[config.mk]
export PLATFORM = sky130hd
export DESIGN_NAME = pc_unit
export DESIGN_NICKNAME = d
export VERILOG_FILES = /design/src/rtl/pc_unit.sv
export SDC_FILE = /design/constraint.sdc
export NUM_CORES = 1
export LEC_CHECK = 0
export CORE_ASPECT_RATIO = 2
export CORE_MARGIN = 2
export CORE_UTILIZATION = 56
export DETAILED_ROUTE_END_ITERATION = 12
export GPL_TIMING_DRIVEN = 1
export MAX_ROUTING_LAYER = met4
export PLACE_DENSITY = 0.88
export SETUP_SLACK_MARGIN = 0.2
export SYNTH_ARGS = -nofsm -noshare
export SYNTH_HDL_FRONTEND = slang
export SYNTH_SLANG_ARGS = --single-unit
[constraint.sdc]
create_clock -name clk -period 6.4 [get_ports clk]
set_input_delay 1.28 -clock clk [delete_from_list [all_inputs] [get_ports clk]]
set_output_delay 1.28 -clock clk [all_outputs]
set_load 0.01 [all_outputs]
[src/rtl/pc_unit.sv]
// pc_unit: fetch program counter with prioritised next-PC selection and a
// circular return-address stack (RAS) for call/return prediction.
//
// Ports
//   clk, rst        rising-edge clock, asynchronous active-high reset
//   stall           hold pc and RAS (trap still takes effect)
//   trap            load TRAP_VECTOR and flush the RAS
//   ret             next pc from RAS top (falls back to pc_plus when empty)
//   branch_taken    next pc = branch_target
//   jump            next pc = jump_target; with call, push pc_plus
//   pc              registered fetch PC
//   pc_plus         pc + INC (wraps)
//   pc_next         selected next PC (combinational)
//   ras_count       number of valid RAS entries
//   ras_overflow    sticky flag: a push overwrote the oldest entry
//   ret_miss        one-cycle pulse after a ret with an empty RAS
module pc_unit #(
  parameter int unsigned WIDTH = 32,
  parameter int unsigned INC = 4,
  parameter logic [WIDTH-1:0] RESET_VECTOR = '0,
  parameter logic [WIDTH-1:0] TRAP_VECTOR = 'h80,
  parameter int unsigned RAS_DEPTH = 4
) (
  input  logic                         clk,
  input  logic                         rst,
  input  logic                         stall,
  input  logic                         trap,
  input  logic                         ret,
  input  logic                         branch_taken,
  input  logic [WIDTH-1:0]             branch_target,
  input  logic                         jump,
  input  logic [WIDTH-1:0]             jump_target,
  input  logic                         call,
  output logic [WIDTH-1:0]             pc,
  output logic [WIDTH-1:0]             pc_plus,
  output logic [WIDTH-1:0]             pc_next,
  output logic [$clog2(RAS_DEPTH):0]   ras_count,
  output logic                         ras_overflow,
  output logic                         ret_miss
);

  localparam int unsigned PTR_W = $clog2(RAS_DEPTH);
  localparam int unsigned CNT_W = PTR_W + 1;

  logic [WIDTH-1:0] ras_mem [RAS_DEPTH];
  logic [PTR_W-1:0] ras_ptr;
  logic [PTR_W-1:0] top_idx;
  logic             ras_empty;
  logic             ras_full;
  logic             advance;
  logic             push;
  logic             pop;

  // ras_ptr points at the next free slot; the top entry sits just below it.
  assign top_idx   = ras_ptr - PTR_W'(1);
  assign ras_empty = (ras_count == '0);
  assign ras_full  = (ras_count == CNT_W'(RAS_DEPTH));
  assign pc_plus   = pc + WIDTH'(INC);

  // A RAS update only happens on a cycle where the pc actually advances.
  assign advance = !stall && !trap;
  assign pop     = advance && ret && !ras_empty;
  // call only counts when jump is the winning source.
  assign push    = advance && !ret && !branch_taken && jump && call;

  always_comb begin
    pc_next = pc_plus;
    if (trap) begin
      pc_next = TRAP_VECTOR;
    end else if (ret) begin
      pc_next = ras_empty ? pc_plus : ras_mem[top_idx];
    end else if (branch_taken) begin
      pc_next = branch_target;
    end else if (jump) begin
      pc_next = jump_target;
    end
  end

  always_ff @(posedge clk or posedge rst) begin
    if (rst) begin
      pc           <= RESET_VECTOR;
      ras_ptr      <= '0;
      ras_count    <= '0;
      ras_overflow <= 1'b0;
      ret_miss     <= 1'b0;
    end else if (trap) begin
      // trap wins over stall and empties the stack
      pc        <= TRAP_VECTOR;
      ras_ptr   <= '0;
      ras_count <= '0;
      ret_miss  <= 1'b0;
    end else if (stall) begin
      ret_miss <= 1'b0;
    end else begin
      pc       <= pc_next;
      ret_miss <= ret && ras_empty;
      if (pop) begin
        ras_ptr   <= top_idx;
        ras_count <= ras_count - CNT_W'(1);
      end else if (push) begin
        ras_ptr <= ras_ptr + PTR_W'(1);
        if (ras_full) begin
          ras_overflow <= 1'b1;
        end else begin
          ras_count <= ras_count + CNT_W'(1);
        end
      end
    end
  end

  // Stack storage needs no reset; entries are only read while counted valid.
  always_ff @(posedge clk) begin
    if (push) begin
      ras_mem[ras_ptr] <= pc_plus;
    end
  end

endmodule

==> flow_metrics.py, run 1 <==
metrics = {
    "outcome": {
        "outcome": "finished clean",
    },
    "setup_path": {
        "reg2reg_from": "pc[4]$_DFFE_PP0P_",
        "crit_path_end_kind": "output port",
        "cpMostUsedCell": "clkdlybuf4s50_1",
        "crit_fanout": 14,
        "slowest_stage": "clkdlybuf4s50_1",
        "worst_setup_path_start_kind": "input pin",
        "required_ns": 5.12,
        "max_stage_delay_ns": 0.74,
        "cp_data_arrival_time_ns": 4.22,
        "cpLargestDelayFamily": "buffers and inverters",
        "crit_buf_inv": 3,
        "critical_path_class": "input pin to output port",
        "cp-startpoint": "ret",
        "crit_chain": "clkdlybuf4s50_1 -> nor3_1 -> buf_4 -> a21oi_1 -> nand2_1 -> a2111oi_2 -> clkdlybuf4s50_1",
    },
    "cells_and_area": {
        "final-instance-count-excl-fill": 1044,
        "diodes": 0,
        "synthToLayoutAreaGrowth_pct": 30.0,
        "drive_gt1_share_pct": 14.3,
        "final_common_cell": "clkdlybuf4s50_1",
        "post-route-util_pct": 74.1,
        "stdcell_area_sq_mm": 0.0109,
        "layout_common_cells": "clkdlybuf4s50_1 (171), edfxtp_1 (128), nor2_1 (43)",
        "layout.nets": 914,
    },
    "synthesis": {
        "ys_seq_elements": 167,
        "synth_top_cell_area_share_pct": 45.7,
        "yosysTopAreaCell": "edfxtp_1",
        "seq_area_frac_synth_pct": 57.3,
        "synth_area_sq_mm": 0.00841,
        "yosys-top-cells-area": "edfxtp_1 (46%), dfrtp_1 (12%), mux4_2 (8.6%)",
        "ys.flop_type": "edfxtp_1",
        "avgSynthCellArea_sq_um": 12.5,
        "synthArstFlopShare_pct": 23.4,
        "synthDistinctLibCells": 67,
        "syn_inst": 674,
        "ys.warnings.count": 0,
        "synth_fp_nets": 752,
        "synth_edf_count": 128,
    },
    "sta": {
        "finClkSkew_ns": 0.0121,
        "slew_headroom_pct": 28.1,
        "tightest_slew_ns": 1.08,
        "tns_ns": 0,
        "hold_ws_ns": 0.514,
        "finalCriticalPeriod_ns": 5.50,
        "rsz0062_at_grt": "false",
        "timing.fmax_mhz": 182,
        "fin_crit_sh_pct": 85.9,
        "final_hold_viol_count": 0,
        "slew_viol_final": 0,
        "setup_viol": 0,
        "worst_slack_ns": 0.901,
    },
    "grt": {
        "grt_pass1_wl_um": 40900,
        "grt_overflow_total": 0,
        "use_met2_pct": 59.7,
        "grt_pass1_vias": 7148,
        "grt_start_max_net_pins": 52,
        "grt_use_met1_pct": 38.2,
        "grt_util_met3_pct": 7.01,
        "antenna_found_initial": 0,
        "grt.total_usage_pct": 35.3,
        "busiest_layer": "met2",
    },
    "die": {
        "dieArea_sq_mm": 0.0161,
        "start_util_pct": 57.0,
        "num_rows": 63,
        "ios": 173,
        "dieHeight_um": 177,
        "core_area_sq_mm": 0.0147,
        "die_w_um": 90.7,
    },
    "routing": {
        "drt_iter0_markers": 731,
        "wl_per_cell_um": 26.2,
        "ant_nets": 0,
        "drc_errors": 0,
        "drt-total-wl_um": 27400,
        "dr.pass1.iters": 8,
        "vias": 7028,
        "vias_per_cell": 6.73,
    },
    "clock_tree": {
        "ctsHoldBuffers": 0,
        "post-cts-setup-buffer-count": 0,
        "cts_buffer_depth": 2,
        "htreeDepth": 4,
        "cts_sinks": 167,
        "clock-root-buffer": "clkbuf_16",
        "cts_resized": 0,
        "cts_buffers": 17,
        "cts_tree": "done",
        "clk_latency_ns": 0.43,
        "clk_pin_slew_ns": 0.06,
    },
    "min_path": {
        "worstHoldStart": "ras_overflow$_DFFE_PP0P_",
        "hold_path_class": "register to register",
    },
    "place": {
        "place.gp.congestion": 0.951,
        "dp.cells": 1012,
        "place_area_sq_mm": 0.0104,
        "port_buffers": 172,
        "place_ws_ns": 0.978,
        "dp_hpwl_um": 19000,
    },
    "run": {
        "maxCapViolations": 0,
    },
    "pwr": {
        "p_total_mw": 3.30,
        "power.density_mw_per_mm2": 302,
        "power_leakage_nw": 3.88,
        "ir_drop_mv": 0.250,
    },
}
==> where the power goes <==
part	internal, mW	switching (mW)	leakage (nW)
logic	0.446	0.524	1.91
registers	1.24	0.0890	1.68
clock network	0.549	0.450	0.278
==> layer usage <==
metal	wire length [um]	up-vias
li1	-	2972
met1	9270	3414
met2	14300	505
met3	2180	137
met4	1650	0
met5	0	-
==> cells by family after synthesis <==
| group | count (synthesis) | share of synthesized area [%] |
|---|---|---|
| DFF | 167 | 57.3 |
| AOI/OAI and AO/OA | 149 | 12.9 |
| buffers and inverters | 76 | 3.56 |
| and+or+nand+nor | 215 | 13.5 |
| adders and majority gates | 6 | 0.982 |
| xor gates and xnor gates | 24 | 2.50 |
| muxes | 37 | 9.20 |
==> state kept, by name (all words and copies together), names as in the netlist <==
signal	count
ras_mem	128
pc	32
ras_count	3
ras_ptr	2
ras_overflow	1
ret_miss	1
==> Yosys cell counts (3+ instances only) <==
| cell type | instances |
|---|---|
| a211oi_1 | 5 |
| a21o_1 | 10 |
| a21oi_1 | 18 |
| a221oi_1 | 3 |
| a31oi_1 | 10 |
| a32o_1 | 4 |
| and2_1 | 8 |
| and3_1 | 8 |
| buf_1 | 5 |
| buf_2 | 5 |
| clkbuf_1 | 40 |
| dfrtp_1 | 39 |
| edfxtp_1 | 128 |
| ha_1 | 5 |
| inv_1 | 24 |
| mux2i_1 | 3 |
| mux4_2 | 32 |
| nand2_1 | 37 |
| nand2b_1 | 7 |
| nand3_1 | 34 |
| nand4_1 | 8 |
| nor2_1 | 43 |
| nor3_1 | 21 |
| nor4_1 | 12 |
| o211ai_1 | 3 |
| o21a_1 | 3 |
| o21ai_0 | 21 |
| o221a_2 | 8 |
| o221ai_1 | 11 |
| o22a_1 | 3 |
| o22ai_1 | 15 |
| o31ai_1 | 10 |
| o41ai_1 | 3 |
| or2_2 | 8 |
| or3_1 | 7 |
| or3b_2 | 6 |
| or4_1 | 5 |
| xnor2_1 | 15 |
| xor2_1 | 9 |
==> final cells by class <==
class | count | area [sq um]
Multi-Input combinational cell | 431 | 3300
Sequential cell | 167 | 4820
Clock inverter | 13 | 138
Timing Repair Buffer | 195 | 1900
Fill cell | 983 | 3810
Tap cell | 195 | 244
Inverter | 24 | 90.1
Clock buffer | 19 | 433
==> path summary, 6_finish.rpt <==
path                                                  to  slack (ns)  cells past startpoint
worst max-delay path                         pc_next[25]        0.90                      7
worst min-delay path            ras_overflow$_DFFE_PP0P_        0.51                      1
worst max register to register  ras_mem[2][25]$_DFFE_PP_        3.26                      5
worst min register to register  ras_overflow$_DFFE_PP0P_        0.51                      1
max in group asynchronous         ras_ptr[0]$_DFFE_PP0P_        4.66                      3
min in group asynchronous             pc[12]$_DFFE_PP0P_        1.30                      3
(Power assumes the default switching activity.)
==> run 2: changes to the inputs <==
Settings changed: ABC_CLOCK_PERIOD_IN_PS set to 6400.
==> results of run 2 <==
Same layout as run 1: the final DEF is identical, and so are final timing and power.
